## src/rtl/rv32i_types.sv

```systemverilog
// Shared types and line/beat geometry for the cache side of the memory
// system; imported by the caches and by the arbiter that feeds pmem.
package rv32i_types;

  localparam int LINE_W     = 256;
  localparam int BEAT_W     = 64;
  localparam int BEATS      = LINE_W / BEAT_W;
  localparam int BEAT_CNT_W = $clog2(BEATS);
  localparam int OFFSET_W   = $clog2(LINE_W / 8);

  typedef enum logic [2:0] {
    IDLE,
    I_RD,
    D_RD,
    D_WR,
    I_DONE,
    D_DONE
  } arb_state_t;

  typedef enum logic {
    ICACHE,
    DCACHE
  } grant_t;

  // Clears the byte-in-line offset so every burst starts on a line boundary.
  function automatic logic [31:0] line_align(input logic [31:0] addr);
    return {addr[31:OFFSET_W], {OFFSET_W{1'b0}}};
  endfunction

endpackage

```

## src/rtl/burst_adapter.sv

```systemverilog
// Turns one line transfer into a BEATS-long burst on the memory bus: owns the
// line buffer, the beat counter and the beat mux (writes) / demux (reads).
module burst_adapter
  import rv32i_types::*;
(
  input  logic              clk,
  input  logic              rst,
  input  logic              start,
  input  logic              is_write,
  input  logic [31:0]       addr,
  input  logic [LINE_W-1:0] wline,
  output logic [31:0]       bmem_address,
  output logic              bmem_read,
  output logic              bmem_write,
  output logic [BEAT_W-1:0] bmem_wdata,
  input  logic [BEAT_W-1:0] bmem_rdata,
  input  logic              bmem_resp,
  output logic [LINE_W-1:0] rline,
  output logic              done
);

  logic                  busy_q, busy_d;
  logic                  wr_q, wr_d;
  logic [31:0]           addr_q, addr_d;
  logic [BEAT_CNT_W-1:0] beat_cnt_q, beat_cnt_d;
  logic [LINE_W-1:0]     line_buf_q, line_buf_d;
  logic                  beat_ok;

  assign beat_ok = busy_q && bmem_resp;
  assign done    = beat_ok && (beat_cnt_q == BEAT_CNT_W'(BEATS - 1));

  // NOTE: every signal gets its default before the if/else so no path
  // leaves one unassigned, which would otherwise infer a latch.
  always_comb begin
    busy_d     = busy_q;
    wr_d       = wr_q;
    addr_d     = addr_q;
    beat_cnt_d = beat_cnt_q;
    line_buf_d = line_buf_q;
    if (start) begin
      busy_d     = 1'b1;
      wr_d       = is_write;
      addr_d     = line_align(addr);
      beat_cnt_d = '0;
      if (is_write) line_buf_d = wline;
    end else if (beat_ok) begin
      beat_cnt_d = beat_cnt_q + BEAT_CNT_W'(1);
      if (!wr_q) line_buf_d[BEAT_W*beat_cnt_q +: BEAT_W] = bmem_rdata;
      if (done) busy_d = 1'b0;
    end
  end

  // NOTE: the line buffer is reset as well, because the returned rdata must
  // read as zero straight out of reset; a plain storage array would not be.
  always_ff @(posedge clk) begin
    if (!rst) begin
      busy_q     <= 1'b0;
      wr_q       <= 1'b0;
      addr_q     <= '0;
      beat_cnt_q <= '0;
      line_buf_q <= '0;
    end else begin
      // NOTE: non-blocking assignments so every flop samples pre-edge values.
      busy_q     <= busy_d;
      wr_q       <= wr_d;
      addr_q     <= addr_d;
      beat_cnt_q <= beat_cnt_d;
      line_buf_q <= line_buf_d;
    end
  end

  assign bmem_address = addr_q;
  assign bmem_read    = busy_q && !wr_q;
  assign bmem_write   = busy_q && wr_q;
  assign bmem_wdata   = bmem_write ? line_buf_q[BEAT_W*beat_cnt_q +: BEAT_W] : '0;
  assign rline        = line_buf_q;

endmodule

```

## src/rtl/cache_arbiter.sv

```systemverilog
// Arbitrates icache/dcache line misses and dcache writebacks onto the single
// burst memory port and steers the completed line back to the requester.
module cache_arbiter
  import rv32i_types::*;
(
  input  logic              clk,
  input  logic              rst,
  input  logic              icache_pmem_read,
  input  logic [31:0]       icache_pmem_address,
  output logic [LINE_W-1:0] icache_pmem_rdata,
  output logic              icache_pmem_resp,
  input  logic              dcache_pmem_read,
  input  logic              dcache_pmem_write,
  input  logic [31:0]       dcache_pmem_address,
  input  logic [LINE_W-1:0] dcache_pmem_wdata,
  output logic [LINE_W-1:0] dcache_pmem_rdata,
  output logic              dcache_pmem_resp,
  output logic [31:0]       bmem_address,
  output logic              bmem_read,
  output logic              bmem_write,
  output logic [BEAT_W-1:0] bmem_wdata,
  input  logic [BEAT_W-1:0] bmem_rdata,
  input  logic              bmem_resp
);

  arb_state_t        state_q, state_d;
  grant_t            last_grant_q, last_grant_d;
  logic [LINE_W-1:0] i_rdata_q, i_rdata_d;
  logic [LINE_W-1:0] d_rdata_q, d_rdata_d;

  logic              start, start_write;
  logic [31:0]       start_addr;
  logic [LINE_W-1:0] rline;
  logic              done;
  logic              d_req, i_req, pick_d;

  assign d_req  = dcache_pmem_read || dcache_pmem_write;
  assign i_req  = icache_pmem_read;
  // On contention the cache that did not win last time goes first.
  assign pick_d = d_req && (!i_req || (last_grant_q == ICACHE));

  always_comb begin
    state_d      = state_q;
    last_grant_d = last_grant_q;
    i_rdata_d    = i_rdata_q;
    d_rdata_d    = d_rdata_q;
    start        = 1'b0;
    start_write  = 1'b0;
    start_addr   = icache_pmem_address;
    unique case (state_q)
      IDLE: begin
        if (pick_d) begin
          start        = 1'b1;
          start_write  = dcache_pmem_write;
          start_addr   = dcache_pmem_address;
          last_grant_d = DCACHE;
          state_d      = dcache_pmem_write ? D_WR : D_RD;
        end else if (i_req) begin
          start        = 1'b1;
          last_grant_d = ICACHE;
          state_d      = I_RD;
        end
      end
      I_RD: if (done) state_d = I_DONE;
      D_RD, D_WR: if (done) state_d = D_DONE;
      I_DONE: begin
        i_rdata_d = rline;
        state_d   = IDLE;
      end
      D_DONE: begin
        d_rdata_d = rline;
        state_d   = IDLE;
      end
      default: state_d = IDLE;
    endcase
  end

  always_ff @(posedge clk) begin
    if (!rst) begin
      state_q      <= IDLE;
      last_grant_q <= ICACHE;
      i_rdata_q    <= '0;
      d_rdata_q    <= '0;
    end else begin
      state_q      <= state_d;
      last_grant_q <= last_grant_d;
      i_rdata_q    <= i_rdata_d;
      d_rdata_q    <= d_rdata_d;
    end
  end

  burst_adapter u_burst (
    .clk          (clk),
    .rst          (rst),
    .start        (start),
    .is_write     (start_write),
    .addr         (start_addr),
    .wline        (dcache_pmem_wdata),
    .bmem_address (bmem_address),
    .bmem_read    (bmem_read),
    .bmem_write   (bmem_write),
    .bmem_wdata   (bmem_wdata),
    .bmem_rdata   (bmem_rdata),
    .bmem_resp    (bmem_resp),
    .rline        (rline),
    .done         (done)
  );

  // The live line is shown during the resp cycle; afterwards the last line held.
  assign icache_pmem_resp  = (state_q == I_DONE);
  assign dcache_pmem_resp  = (state_q == D_DONE);
  assign icache_pmem_rdata = icache_pmem_resp ? rline : i_rdata_q;
  assign dcache_pmem_rdata = dcache_pmem_resp ? rline : d_rdata_q;

endmodule

```

## config.mk

```make
export PLATFORM = sky130hd
export DESIGN_NAME = cache_arbiter
export DESIGN_NICKNAME = d
export VERILOG_FILES = /design/src/rtl/rv32i_types.sv /design/src/rtl/burst_adapter.sv /design/src/rtl/cache_arbiter.sv
export SDC_FILE = /design/constraint.sdc
export NUM_CORES = 2
export LEC_CHECK = 0
export ABC_AREA = 0
export CORE_AREA = 2 2 390 392
export DETAILED_ROUTE_END_ITERATION = 8
export DIE_AREA = 0 0 392 394
export PLACE_DENSITY = 0.56
export SKIP_LAST_GASP = 1
export SLEW_MARGIN = 20
export SYNTH_ARGS = -nofsm -noshare
export SYNTH_HDL_FRONTEND = slang
export SYNTH_SLANG_ARGS = --single-unit
```

## constraint.sdc

```tcl
create_clock -name clk -period 3.2 [get_ports clk]
set_input_delay 0.96 -clock clk [delete_from_list [all_inputs] [get_ports clk]]
set_output_delay 0.96 -clock clk [all_outputs]
set_load 0.01 [all_outputs]
```

==> impl_results.md <==
* Result of the run: finished with violations
* Failing checks: negative setup slack
* Die X at 392 um
* Area of the die at 154,000 um2
* Kind of capture point of the worst setup path: output pin
* Number of cells on the worst reg-to-reg path at 11
* Sequential share of power at 40.7%
* Worst-margin pin slew at 0.689 ns
* Per-cell routed wire length at 24.1 um
* Type of the most critical hold path: register to register
* Num ports at 1,002
* Clk sinks at 803
* Post-synthesis area per instance at 8.78 um2
* Worst setup path startpoint: state_q[1]
* Pins Over Slew Limit at 0
* Post-Route Skew at 0.0379 ns
* Post-synth top flop: sky130_fd_sc_hd__dfxtp_1
* Count of flip-flops with a built-in enable after synthesis at 0
* DRC violation count after routing at 0
* CP arrival at 2.60 ns
* Cell-internal power at 0.0194 W
* Biggest area contributors in the synthesized netlist: sky130_fd_sc_hd__dfxtp_1 (42%), sky130_fd_sc_hd__nand2_1 (10%), sky130_fd_sc_hd__and2_1 (9.5%)
* First-pass DRT Iterations at 6
* Most used standard cell by instance count after synthesis: sky130_fd_sc_hd__nand2_1
* Area of the mapped netlist at 38,300 um2
* Switch share at 28.7%
* Vias in the first global route at 35,584
* Via count of the routed design at 37,530
* Share of the core filled with cells in the final layout at 40.8%
* CTS Root Buffer Type: sky130_fd_sc_hd__clkbuf_16
* Flip-flop and latch count after synthesis at 803
* Seq/Total Area, Yosys at 42.0%
* Number of filler instances in the final layout at 14,864
* Maximum clock insertion buffer count at 3
* Number of warnings reported in the yosys synthesis log at 0
* Final-layout worst hold slack at 0.496 ns
* Final Hold Viols at 0
* Class of the most critical setup path: register to output pin
* Post-synth top cells: sky130_fd_sc_hd__nand2_1 (1,030), sky130_fd_sc_hd__dfxtp_1 (803), sky130_fd_sc_hd__and2_1 (580)
* Number of buffers added to fix hold violations after cts at 0
* Final worst slack at -0.363 ns
* Core box area at 151,000 um2
* Clk slew on worst S/H paths at 0.06 ns
* TNS Setup at -79.62 ns
* Total number of placement rows at 143
* Worst-case vdd ir drop at 0.000468 V
* Number of antenna violations at the first check in global routing at 48
* Pre-CTS WS at -0.0665 ns
* Clock latency reported for the late side of the worst-skew pair at 0.71 ns
* Crit-path slowest cell: sky130_fd_sc_hd__dfxtp_2
* Final WL at 186,000 um
* Part of the total power dissipated in combinational logic at 17.1%
* Delay contributed by the slowest stage of the critical path at 0.35 ns
* Final global-route overflow total at 0
* Switching power at 0.00781 W
* Max-cap violations at 0
* Relative contribution of the clock network to total power at 42.2%
* Detailed placement HPWL at 125,000 um
* Leakage power at 28.2 nW
* DRT antenna net count at 0
* Average vias per placed instance at 4.86
* Register-to-register setup slack at 0.16 ns
* Count of distinct cell types in the synthesized netlist at 36
* Largest net degree at the start of global routing at 152
* Critical path startpoint category: register
* Clock tree from TritonCTS: yes
* Initial core utilization at 25.4%
* Reg-to-reg critical path startpoint: u_burst.beat_cnt_q[0]
* Part of the cycle the worst path needs at 111%
* CP Cell Sequence: nor2_4, and2_4, buf_12, buf_16, buf_4, buf_6, buf_16, buf_4, mux2_4, buf_2
* Tmin final at 3.56 ns
* Final GP Congestion at 0.917
* R2r endpoint: u_burst.rline[233]
* Total of buffers placed on input and output ports at 986
* Total power per unit cell area at 442 nW/um2
* FFs w/ async S/R, synth at 0%
* DIE HEIGHT at 394 um
* Share of final-layout standard cells stronger than drive strength 1 at 33.3%
* Detailed Route Iter0 Violations at 2,777
* H-Tree Depth at 3
* Setup Viol. Count Final at 527
* GRT Resource Usage Total at 22.8%
* Area growth, synth to finish at 60.4%
* Worst-case headroom to the max-slew limit at 54.1%
* Post-synthesis cell type with the largest combined area: sky130_fd_sc_hd__dfxtp_1
* Critical-path maximum fanout at 7
* First-pass GRT wire length at 259,000 um
* End point of the critical path: icache_pmem_rdata[240]
* Setup repair after global routing missed its margin: true
* Total clock buffers created by CTS at 97
* Count of nets after finishing at 5,982
* Area share of the largest cell type after synthesis at 42.0%
* Data required, critical path at 2.24 ns
* Number of instances in the synthesized netlist at 4,360
* Fmax at 0.281 GHz
layout make-up:
type | count | area, um2 | area share, %
clock buffers | 134 | 2760 | 4.49
flip-flops and latches | 803 | 16100 | 26.2
repair inverters | 3 | 90.1 | 0.147
repair buffers | 1530 | 16800 | 27.4
multi-input cells | 3083 | 22200 | 36.2
inverters | 68 | 282 | 0.459
clock inverters | 39 | 508 | 0.827
diodes | 29 | 72.6 | 0.118
well taps | 2030 | 2540 | 4.14
timing repair:
item	in CTS	in global routing
cloned	50	10
resized for setup	2511	983
pin swaps	39	104
endpoints found under the setup margin	578	576
buffers inserted	216	96
flip-flops by register name, summed over array words and instances (netlist names):
signal / flops
d_rdata_q: 256
i_rdata_q: 256
u_burst.rline: 256
u_burst.bmem_address: 27
state_q: 3
u_burst.beat_cnt_q: 2
last_grant_q: 1
u_burst.busy_q: 1
u_burst.wr_q: 1
worst min-delay path by stage:
stage,from,to,slack (ns),cells after the start
after floorplan,last_grant_q,last_grant_q,0.45,2
after global placement,u_burst.rline[4],u_burst.rline[4],0.48,2
after detailed placement,last_grant_q,last_grant_q,0.48,2
after CTS,last_grant_q,last_grant_q,0.49,2
after global routing,u_burst.rline[117],u_burst.rline[117],0.52,2
final,last_grant_q,last_grant_q,0.50,2
stage by stage:
step | power, W | instances | instance area, um2
final | 0.0272 | 7719 | 61400
after global routing | 0.0281 | 7716 | 61400
after floorplan | 0.0134 | 4364 | 38300
after global placement | 0.0156 | 7198 | 51400
after CTS | 0.0273 | 7635 | 59500
after detailed placement | 0.0156 | 7198 | 51400
placed cells by master, fill, tap and decap left out, types with 4 or more instances in the layout:
master                            netlist  final
sky130_fd_sc_hd__a21boi_0               4      4
sky130_fd_sc_hd__mux4_2                64     64
sky130_fd_sc_hd__mux2_2               256     75
sky130_fd_sc_hd__nand2_1             1030    761
sky130_fd_sc_hd__a211oi_1             256    256
sky130_fd_sc_hd__clkinv_16              0      5
sky130_fd_sc_hd__clkbuf_1             281     18
sky130_fd_sc_hd__o21ai_1               22     22
sky130_fd_sc_hd__conb_1                 1      5
sky130_fd_sc_hd__inv_1                 67     67
sky130_fd_sc_hd__o21ai_0              263    262
sky130_fd_sc_hd__bufinv_16              0      9
sky130_fd_sc_hd__dlymetal6s2s_1         0     23
sky130_fd_sc_hd__diode_2                0     29
sky130_fd_sc_hd__clkinvlp_4             0      4
sky130_fd_sc_hd__mux2i_1              284    284
sky130_fd_sc_hd__ha_1                   6      6
sky130_fd_sc_hd__dlygate4sd2_1          0     11
sky130_fd_sc_hd__clkdlybuf4s50_1        0    424
sky130_fd_sc_hd__clkdlybuf4s15_2        0     15
sky130_fd_sc_hd__nand2_4                0    111
sky130_fd_sc_hd__clkbuf_2               0     14
sky130_fd_sc_hd__dfxtp_1              803    798
sky130_fd_sc_hd__buf_6                 28    407
sky130_fd_sc_hd__and3_1               260    260
sky130_fd_sc_hd__buf_2                 81    131
sky130_fd_sc_hd__buf_4                  7    279
sky130_fd_sc_hd__clkbuf_16              0    106
sky130_fd_sc_hd__mux2_4                 0    181
sky130_fd_sc_hd__dfxtp_4                0      4
sky130_fd_sc_hd__clkinv_2               0     17
sky130_fd_sc_hd__clkbuf_8               0     19
sky130_fd_sc_hd__and2_4                 0     45
sky130_fd_sc_hd__and2_1               580    534
sky130_fd_sc_hd__buf_16                 0     43
sky130_fd_sc_hd__o22ai_4                0      4
sky130_fd_sc_hd__nand2_2                0    158
sky130_fd_sc_hd__buf_8                  0     53
sky130_fd_sc_hd__a21oi_1               30     30
sky130_fd_sc_hd__buf_12                 0    120
cell families after synthesis:
group | Yosys count | synth area share (%)
buf+inv | 478 | 5.57
xor+xnor | 1 | 0.0229
other cells | 1 | 0.00980
fa+ha+maj | 6 | 0.196
flops | 803 | 42.0
compound gates | 581 | 9.36
mux | 604 | 18.7
simple gates | 1886 | 24.1
power groups by stage:
stage	logic [W]	clock network [W]	registers, W
after floorplan	0.00251	0	0.0109
after global routing	0.00490	0.0121	0.0111
after CTS	0.00458	0.0117	0.0110
after global placement	0.00441	0	0.0112
after detailed placement	0.00444	0	0.0112
final	0.00464	0.0115	0.0111
per-layer routing:
| metal | wire length [um] | GRT usage [%] | part of all wire [%] |
|---|---|---|---|
| met1 | 76100 | 28.8 | 41 |
| met2 | 86400 | 36.8 | 46 |
| met3 | 14100 | 5.28 | 7.6 |
| met4 | 9250 | 10.2 | 5.0 |
| met5 | 240 | 0 | 0.13 |
worst max-delay path, delay by kind of cell, from the launching register on:
kind          cells  cell delay [ns]
buf+inv           7             0.99
flops             1             0.35
mux               1             0.32
simple gates      2             0.20
Note: power is estimated with default switching activity, not from simulation.
